==> config.mk <==
export PLATFORM = sky130hd
export DESIGN_NAME = uart_pattern_tester_flat
export DESIGN_NICKNAME = d
export VERILOG_FILES = /design/src/rtl/uart_pattern_tester_if.sv /design/src/rtl/uart_pattern_tester.sv /design/src/flat_wrapper.sv
export SDC_FILE = /design/constraint.sdc
export NUM_CORES = 1
export LEC_CHECK = 0
export BUFFER_PORTS_ARGS = -buffer_cell sky130_fd_sc_hd__buf_4
export CORE_ASPECT_RATIO = 0.7
export CORE_MARGIN = 2
export CORE_UTILIZATION = 52
export DETAILED_ROUTE_END_ITERATION = 8
export PLACE_DENSITY = 0.85
export SYNTH_ARGS = -nofsm -noshare
export SYNTH_HDL_FRONTEND = slang
export SYNTH_SLANG_ARGS = --single-unit
==> constraint.sdc <==
create_clock -name clk -period 3.1 [get_ports clk]
set_clock_uncertainty 0.15 [all_clocks]
set_input_delay 0.31 -clock clk [delete_from_list [all_inputs] [get_ports clk]]
set_output_delay 0.31 -clock clk [all_outputs]
set_load 0.03 [all_outputs]
==> src/rtl/uart_pattern_tester_if.sv <==
// UART tester <-> UART_tx/UART_rx link: transmit word + strobe, frame-done, receive word + ready/ack.
// Latency: none (wires only).
// Backpressure: rdy stays high until the tester pulses clr_rdy; tx side is paced by tx_done.
// Ports: tx_data/trmt/clr_rdy are driven by the tester (master); tx_done/rx_data/rdy come from the UART pair (slave).
interface uart_pattern_tester_if #(
  parameter int DATA_W = 8
);
  logic [DATA_W-1:0] tx_data;
  logic              trmt;
  logic              tx_done;
  logic [DATA_W-1:0] rx_data;
  logic              rdy;
  logic              clr_rdy;

  modport master (
    output tx_data, trmt, clr_rdy,
    input  tx_done, rx_data, rdy
  );

  modport slave (
    input  tx_data, trmt, clr_rdy,
    output tx_done, rx_data, rdy
  );
endinterface

==> src/rtl/uart_pattern_tester.sv <==
// UART loopback exerciser: sends BURST_LEN pattern words, checks each echo, counts mismatches/timeouts.
// Latency: per word SEND(1) + frame time + CHECK(1); next trmt directly follows CHECK.
// Backpressure: one word in flight; waits for tx_done and rdy (or TIMEOUT clocks) before the next word.
// Ports: clk/rst (sync, active-high); start/mode/seed control; uart (master side of the UART pair);
//        busy/done/pass/err_cnt/last_rx status.
module uart_pattern_tester #(
  parameter int                DATA_W    = 8,
  parameter int                BURST_LEN = 16,
  parameter logic [DATA_W-1:0] LFSR_TAPS = 8'hB8,
  parameter int                TIMEOUT   = 32768,
  parameter int                ERR_W     = 8
) (
  input  logic                   clk,
  input  logic                   rst,
  input  logic                   start,
  input  logic [1:0]             mode,
  input  logic [DATA_W-1:0]      seed,
  uart_pattern_tester_if.master  uart,
  output logic                   busy,
  output logic                   done,
  output logic                   pass,
  output logic [ERR_W-1:0]       err_cnt,
  output logic [DATA_W-1:0]      last_rx
);
  localparam int TW = $clog2(TIMEOUT) + 1;
  localparam int CW = 16;

  typedef enum logic [2:0] {
    S_IDLE, S_LOAD, S_SEND, S_WAIT, S_CHECK, S_DONE
  } state_t;

  state_t            state_q, state_d;
  logic [DATA_W-1:0] pattern_q, pattern_d;
  logic [1:0]        mode_q, mode_d;
  logic [CW-1:0]     word_cnt_q, word_cnt_d;
  logic [TW-1:0]     timer_q, timer_d;
  logic              tx_seen_q, tx_seen_d;
  logic              timeout_q, timeout_d;
  logic [DATA_W-1:0] tx_data_q, tx_data_d;
  logic [ERR_W-1:0]  err_cnt_q, err_cnt_d;
  logic [DATA_W-1:0] last_rx_q, last_rx_d;
  logic              done_q, done_d;
  logic              pass_q, pass_d;

  logic rx_hit, tmo_hit, last_word, miss;
  logic trmt_o, clr_rdy_o, busy_o;

  // The echo may beat tx_done by a cycle, so accept rdy together with tx_done as well.
  assign rx_hit    = uart.rdy && (tx_seen_q || uart.tx_done);
  assign tmo_hit   = (timer_q == TW'(TIMEOUT - 1));
  assign last_word = (word_cnt_q == CW'(BURST_LEN - 1));
  assign miss      = timeout_q || (uart.rx_data != pattern_q);

  function automatic logic [DATA_W-1:0] next_pattern(input logic [1:0] m,
                                                     input logic [DATA_W-1:0] p);
    case (m)
      2'b00:   return p + DATA_W'(1);
      2'b01:   return p[0] ? ((p >> 1) ^ LFSR_TAPS) : (p >> 1);
      2'b10:   return {p[DATA_W-2:0], p[DATA_W-1]};
      default: return p;
    endcase
  endfunction

  // State and datapath registers
  always_ff @(posedge clk) begin
    if (rst) begin
      state_q    <= S_IDLE;
      pattern_q  <= '0;
      mode_q     <= '0;
      word_cnt_q <= '0;
      timer_q    <= '0;
      tx_seen_q  <= 1'b0;
      timeout_q  <= 1'b0;
      tx_data_q  <= '0;
      err_cnt_q  <= '0;
      last_rx_q  <= '0;
      done_q     <= 1'b0;
      pass_q     <= 1'b0;
    end else begin
      state_q    <= state_d;
      pattern_q  <= pattern_d;
      mode_q     <= mode_d;
      word_cnt_q <= word_cnt_d;
      timer_q    <= timer_d;
      tx_seen_q  <= tx_seen_d;
      timeout_q  <= timeout_d;
      tx_data_q  <= tx_data_d;
      err_cnt_q  <= err_cnt_d;
      last_rx_q  <= last_rx_d;
      done_q     <= done_d;
      pass_q     <= pass_d;
    end
  end

  // Next-state logic
  always_comb begin
    state_d = state_q;
    case (state_q)
      S_IDLE, S_DONE: if (start) state_d = S_LOAD;
      S_LOAD:         state_d = S_SEND;
      S_SEND:         state_d = S_WAIT;
      S_WAIT:         if (rx_hit || tmo_hit) state_d = S_CHECK;
      S_CHECK:        state_d = last_word ? S_DONE : S_SEND;
      default:        state_d = S_IDLE;
    endcase
  end

  // Datapath next values
  always_comb begin
    pattern_d  = pattern_q;
    mode_d     = mode_q;
    word_cnt_d = word_cnt_q;
    timer_d    = timer_q;
    tx_seen_d  = tx_seen_q;
    timeout_d  = timeout_q;
    tx_data_d  = tx_data_q;
    err_cnt_d  = err_cnt_q;
    last_rx_d  = last_rx_q;
    done_d     = done_q;
    pass_d     = pass_q;

    case (state_q)
      S_IDLE, S_DONE: begin
        if (start) pattern_d = seed;
      end
      S_LOAD: begin
        mode_d = mode;
        // LFSR and walking-one would lock up on an all-zero pattern.
        if ((mode == 2'b01 || mode == 2'b10) && pattern_q == '0)
          pattern_d = DATA_W'(1);
        word_cnt_d = '0;
        err_cnt_d  = '0;
        done_d     = 1'b0;
        pass_d     = 1'b0;
      end
      S_SEND: begin
        timer_d   = '0;
        tx_seen_d = 1'b0;
        timeout_d = 1'b0;
      end
      S_WAIT: begin
        timer_d = timer_q + TW'(1);
        if (uart.tx_done) tx_seen_d = 1'b1;
        // A word arriving in the timeout cycle still wins.
        timeout_d = tmo_hit && !rx_hit;
      end
      S_CHECK: begin
        if (!timeout_q) last_rx_d = uart.rx_data;
        if (miss && err_cnt_q != '1) err_cnt_d = err_cnt_q + ERR_W'(1);
        pattern_d = next_pattern(mode_q, pattern_q);
        if (last_word) begin
          done_d = 1'b1;
          pass_d = (err_cnt_d == '0);
        end else begin
          word_cnt_d = word_cnt_q + CW'(1);
        end
      end
      default: ;
    endcase

    // Present the word in the same cycle as trmt.
    if (state_d == S_SEND) tx_data_d = pattern_d;
  end

  // Outputs; strobes are masked by rst so an aborting reset never leaks a pulse.
  always_comb begin
    trmt_o    = (state_q == S_SEND) && !rst;
    clr_rdy_o = (state_q == S_CHECK) && !timeout_q && !rst;
    busy_o    = (state_q == S_LOAD) || (state_q == S_SEND) ||
                (state_q == S_WAIT) || (state_q == S_CHECK);
  end

  assign uart.trmt    = trmt_o;
  assign uart.clr_rdy = clr_rdy_o;
  assign uart.tx_data = tx_data_q;
  assign busy         = busy_o;
  assign done         = done_q;
  assign pass         = pass_q;
  assign err_cnt      = err_cnt_q;
  assign last_rx      = last_rx_q;
endmodule

==> src/flat_wrapper.sv <==
// flat-port wrapper written by rule: the top's interface ports become plain ports
module uart_pattern_tester_flat 
#(
  parameter int                DATA_W    = 8,
  parameter int                BURST_LEN = 16,
  parameter logic [DATA_W-1:0] LFSR_TAPS = 8'hB8,
  parameter int                TIMEOUT   = 32768,
  parameter int                ERR_W     = 8
)
  (clk, rst, start, mode, seed, busy, done, pass, err_cnt, last_rx, uart_tx_data, uart_trmt, uart_clr_rdy, uart_tx_done, uart_rx_data, uart_rdy);
  uart_pattern_tester_if #(.DATA_W(DATA_W)) uart_i ();
  input  logic clk;
  input  logic rst;
  input  logic start;
  input  logic [1:0] mode;
  input  logic [DATA_W-1:0] seed;
  output logic busy;
  output logic done;
  output logic pass;
  output logic [ERR_W-1:0] err_cnt;
  output logic [DATA_W-1:0] last_rx;
  output wire logic [$bits(uart_i.tx_data)-1:0] uart_tx_data;
  output wire logic [$bits(uart_i.trmt)-1:0] uart_trmt;
  output wire logic [$bits(uart_i.clr_rdy)-1:0] uart_clr_rdy;
  input wire logic [$bits(uart_i.tx_done)-1:0] uart_tx_done;
  input wire logic [$bits(uart_i.rx_data)-1:0] uart_rx_data;
  input wire logic [$bits(uart_i.rdy)-1:0] uart_rdy;
  assign uart_tx_data = uart_i.tx_data;
  assign uart_trmt = uart_i.trmt;
  assign uart_clr_rdy = uart_i.clr_rdy;
  assign uart_i.tx_done = uart_tx_done;
  assign uart_i.rx_data = uart_rx_data;
  assign uart_i.rdy = uart_rdy;
  uart_pattern_tester #(.DATA_W(DATA_W), .BURST_LEN(BURST_LEN), .LFSR_TAPS(LFSR_TAPS), .TIMEOUT(TIMEOUT), .ERR_W(ERR_W)) u_core (.clk(clk), .rst(rst), .start(start), .mode(mode), .seed(seed), .uart(uart_i), .busy(busy), .done(done), .pass(pass), .err_cnt(err_cnt), .last_rx(last_rx));
endmodule
After elaboration in Yosys (flattened, before gate mapping)
Index checks and enable logic that the tools add are counted.
{"block": "totals", "ff_bits": 73, "in_bits": 23, "out_inout_bits": 29, "word_cells": 85}
{"block": "classes", "addsub": 4, "n_eq_ne": 17, "mux": 22, "bitwise": 2, "n_reduce_logical": 28}
{"operator": "16-bit one-hot mux with 2 select lines", "n": 2}
{"operator": "8-bit one-hot mux with 3 select lines", "n": 2}
{"operator": "8-bit 2-to-1 mux", "n": 5}
{"operator": "16-bit by 1-bit adder with 16-bit output (second input constant)", "n": 2}
{"operator": "8-bit by 1-bit adder with 8-bit output (second input constant)", "n": 2}
{"operator": "16-bit by 15-bit == test with 1-bit output (second input constant)", "n": 1}
{"operator": "16-bit by 4-bit == test with 1-bit output (second input constant)", "n": 1}
{"operator": "8-bit logical NOT", "n": 2}
{"operator": "16-bit 2-to-1 mux", "n": 1}
{"operator": "8-bit one-hot mux with 2 select lines", "n": 1}
{"operator": "3-bit one-hot mux with 5 select lines", "n": 1}
{"operator": "3-bit by 2-bit == test with 1-bit output (second input constant)", "n": 3}
{"operator": "3-bit 2-to-1 mux", "n": 3}
{"operator": "8-bit inequality test", "n": 1}
{"operator": "8-bit inequality test (second input constant)", "n": 1}
{"operator": "1-bit one-hot mux with 2 select lines", "n": 4}
{"operator": "2-bit AND reduction", "n": 4}
{"operator": "1-bit logical AND", "n": 7}
{"operator": "1-bit logical OR", "n": 7}
{"operator": "3-bit == test (second input constant)", "n": 2}
{"operator": "2-bit by 1-bit == test with 1-bit output (second input constant)", "n": 2}
{"operator": "2-bit == test (second input constant)", "n": 2}
{"operator": "2-bit inequality test (second input constant)", "n": 2}
{"operator": "3-bit inverter with 4-bit output", "n": 1}
{"operator": "9 further kinds", "n": 14}

Depth between registers and ports, before layout
{"block": "logic_depth", "depth_word": 8, "depth_mapped": 9, "ltp_nobuf": 8}

Least setup slack after synthesis
Ideal clock, no wire load.
{"block": "synth_path", "kind": "flip-flop to flip-flop", "startpoint": "register u_core.pattern_q[0]", "endpoint": "register u_core.tx_data_q[5] (netlist: u_core.uart.tx_data[5])", "setup_ns": 0.134, "arrival_time_ns": 1.848, "t_required_ns": 2.816, "path_slack_ns": 0.969, "stages_incl_launch_ff": 10, "n_path_buf": 1, "period_less_slack_ns": 2.131, "cell_sequence": "dfxtp_1 > buf_2 > inv_2 > ha_1 > or4b_4 > nor4_1 > a211o_1 > nand2_1 > a22oi_2 > a211oi_1"}
{"block": "synth_between", "elab_chain_cells": 4, "elab_cells_between_ends": 7, "classes_between": "1 x add/sub; 4 x mux; 2 x reduce/logical"}
{"item": "from (decl)", "line": "uart_pattern_tester.sv:33", "rtl": "logic [DATA_W-1:0] pattern_q, pattern_d;"}
{"item": "from (signal assigned)", "line": "uart_pattern_tester.sv:81", "rtl": "pattern_q <= pattern_d;"}
{"item": "parallel branches: the longest is 3 deep, another holds 8-bit by 1-bit adder with 8-bit output"}
{"item": "8-bit one-hot mux with 3 select lines (*)", "line": "uart_pattern_tester.sv:122", "rtl": "case (state_q)"}
{"item": "to (signal assigned)", "line": "uart_pattern_tester.sv:87", "rtl": "tx_data_q <= tx_data_d;"}
{"item": "to (decl)", "line": "uart_pattern_tester.sv:39", "rtl": "logic [DATA_W-1:0] tx_data_q, tx_data_d;"}
Mark *: on every way between the ends.
A chain may end at the register's enable or synchronous reset.

Final worst setup path
{"block": "layout_path", "startpoint": "register u_core.state_q[2]", "endpoint": "output uart_clr_rdy"}
{"block": "layout_between", "elab_chain_cells": 3}
{"item": "from (decl)", "line": "uart_pattern_tester.sv:32", "rtl": "state_t state_q, state_d;"}
{"item": "from (signal assigned)", "line": "uart_pattern_tester.sv:80", "rtl": "state_q <= state_d;"}
{"item": "3-bit == test", "line": "uart_pattern_tester.sv:168", "rtl": "clr_rdy_o = (state_q == S_CHECK) && !timeout_q && !rst;"}
{"item": "1-bit logical AND (2 in a row)", "line": "uart_pattern_tester.sv:168"}
{"item": "to (decl)", "line": "flat_wrapper.sv:24", "rtl": "output wire logic [$bits(uart_i.clr_rdy)-1:0] uart_clr_rdy;"}
Every way passes these cells.

==> results.cfg <==
[clock_network]
clk_path_buf_depth = 2
clock_tree_from_tritoncts = done
root_buffer = clkbuf_8
count_of_instances_resized_after_the_clock_tree_is_built = 0
holdBufCountCts = 0
clock_insertion_delay_worst_skew_ps = 350
postCtsSetupBuffers = 0
cts.sinks = 73
clock_tree.htree_level_count = 3
cts.clk_slew.worst_paths_ps = 70
cts-buffers-inserted = 9

[synthesis]
synth_area_leaders = dfxtp_1 37%, nor2_1 7.0%, nand2_1 6.0%
proportion_of_synthesized_chip_area_in_sequential_cells = 0.3666
post_syn_area_mm2 = 0.003986
synthDistinctLibCells = 69
count_of_yosys_warnings_during_synthesis = 0
mappedNetlistNets = 526
synthesis.area_per_instance_um2 = 8.005
ys_ff_latch = 73
synth-edff-count = 0
syn-instance-count = 498
synth_top_cell_area_share = 0.3666
area_leader_netlist = dfxtp_1
flip_flop_cell_with_the_highest_count_after_synthesis = dfxtp_1
ys_async_sr_fraction = 0

[timing]
worst_hold_slack_ps = 72.59
part_of_the_cycle_the_worst_path_needs = 0.9162
maxSlewHeadroom = 0.4810
setup_viol = 0
final-max-slew-violation-count = 0
max_freq_mhz = 352.1
finalCriticalPeriod_ps = 2840
worst-slew-pin-transition_ps = 778.4
hold_viol_final = 0
fin_setup_tns_ps = 0
rsz0062_at_grt = no

[finish]
area_growth_pct = 13.87
final_net_count = 559
final_core_utilization = 0.6174
ratio_of_cells_with_drive_above_1_in_the_final_layout = 0.1623
antenna-diode-count = 0

[drt]
drc_errors = 0
detail_route.wl_per_cell_um = 15.42
via_per_inst = 5.967
route.antenna.remaining_nets = 0
dr.first_iter.drc_count = 326
via_count = 3783
detail_route.first_pass.iterations = 5
wl_um = 9778

[placement]
gp_congestion = 0.9658
estimated_wirelength_of_the_detail_placed_design_um = 7038
port-buffer-count = 51

[power_and_ir_drop]
int_power_mw = 1.434
power.share.sequential = 0.502
power.clock.fraction = 0.329
p_total_mw = 2.036
power-per-cell-area_mw_per_mm2 = 448.6
p_sw_frac = 0.2957
p_sw_mw = 0.6021
leakagePower_nw = 1.612
comb_power_share = 0.168
maximum_resistive_drop_on_vdd_v = 0.0002737

[job]
max-cap-violations = 0

[critical_path]
end_kind = primary output
crit_path_cell_trace = nor2b_1 > and2_1 > nand2b_1 > nor2_1 > buf_4
timing.critical_path.slowest_cell_delay_ps = 610
critical_path.max_fanout = 12
worst-setup-path-type = flip-flop to primary output
critPathArrivalTime_ps = 2380
startpoint_type = flip-flop
worst_ep_required_time_ps = 2640
crit_slowest_cell = dfxtp_1

[global_route]
antenna_found_initial = 0
first_pass_grt_wire_length_um = 16630
grt_remaining_overflow = 0
first_global_vias = 3484
globalRouteTotalUtil = 0.2476
grt_start_max_net_pins = 65

[floorplan]
floorplan.initialDensity = 0.5422
die-height_um = 77.26
design.die.area_mm2 = 0.008394
core_area_mm2 = 0.007352
io-pin-count = 52
core.rowCount = 26
die_x_um = 108.7

[worst_hold_path]
worstHoldPathType = input port to flip-flop

[status]
status = completed
cell usage after synthesis, drive strengths merged (3+ instances only):
master	number
nor2	74
dfxtp	73
nand2	66
a21oi	33
nand3	29
clkbuf	16
o21ai	16
xor2	16
buf	14
nor3	14
xnor2	13
a211oi	11
mux2	10
inv	8
nand4	8
nor4	8
mux2i	7
a22oi	6
nand2b	6
nor2b	6
ha	5
a221oi	4
a31oi	4
a32oi	4
and3	4
nand3b	4
o31ai	4
a2111oi	3
a222oi	3
nor3b	3
final timing paths:
check	start	end	slack, ps	cells past startpoint
max	u_core.state_q[2]	uart_clr_rdy	260	5
min	seed[2]	u_core.pattern_q[2]	70	3
max reg2reg	u_core.state_q[2]	u_core.err_cnt[3]	550	6
min reg2reg	u_core.last_rx[6]	u_core.last_rx[6]	310	2
metrics by stage:
| stage | worst slack [ps] | cells | cell area, µm² |
|---|---|---|---|
| floorplan | 968.7 | 498 | 3986 |
| global placement | 731.6 | 618 | 4364 |
| detailed placement | 679.5 | 618 | 4364 |
| CTS | 308.6 | 634 | 4539 |
| global route | 121.2 | 634 | 4539 |
| finish | 259.7 | 634 | 4539 |
layout make-up:
cell class / count / area (µm²)
clock inverter: 2 / 12.51
sequential: 73 / 1461
timing repair buffer: 52 / 390.4
fill: 671 / 2813
clock buffer: 14 / 162.7
inverter: 8 / 30.03
tap: 98 / 122.6
multi-input combinational: 387 / 2360
critical path: cells and delay by family (launching register included):
kind	cells	cell delay [ps]
buffers and inverters	1	180
flip-flops	1	610
AND/OR/NAND/NOR	4	1250
state kept, by name, summed over array words and instances (netlist names):
name and count:
u_core.done 1, u_core.last_rx 8, u_core.pass 1, u_core.err_cnt 8, u_core.pattern_q 8, u_core.word_cnt_q 16, u_core.timeout_q 1, u_core.state_q 3
u_core.tx_seen_q 1, u_core.uart.tx_data 8, u_core.mode_q 2, u_core.timer_q 16
cell families (layout without fill, tap and decap cells):
logic type,Yosys count,count (layout),synth area share
flip-flops,73,73,0.3666
AND/OR/NAND/NOR,235,235,0.2863
AO/OA/AOI/OAI,101,101,0.1786
multiplexers,17,17,0.04583
adder cells (fa/ha/maj),5,5,0.01569
XOR/XNOR,29,29,0.06560
buffers and inverters,38,76,0.04143
metal layers:
metal | part of all wire | global-route usage | up-vias
met5 | 0 | 0 | -
met4 | 0.011 | 0.06026 | 0
met3 | 0.080 | 0.06888 | 19
met2 | 0.42 | 0.3500 | 158
met1 | 0.49 | 0.3687 | 1764
li1 | - | - | 1842
layout by cell type (no fill, tap or decap), drive strengths merged, types with 4 or more instances in the layout:
cell type  instances
nand2b             6
nor3              14
a211oi            11
a21oi             33
buf               52
o21ai             16
nand2             66
nand3b             4
ha                 5
xnor2             13
a32oi              4
a22oi              6
clkbuf            14
nor4               8
xor2              16
and3               4
mux2i              7
nand3             29
dfxtp             73
mux2              10
nor2b              6
nor2              74
a221oi             4
a31oi              4
inv                8
o31ai              4
nand4              8
power by group through the flow:
stage	Clock (mW)	Sequential, mW	Combinational [mW]
final	0.671	1.02	0.343
after global placement	0	1.04	0.333
after floorplan	0	1.03	0.250
after CTS	0.686	1.02	0.341
after detailed placement	0	1.04	0.338
after global routing	0.730	1.03	0.376
No activity file was read; power rests on OpenSTA's default activity.
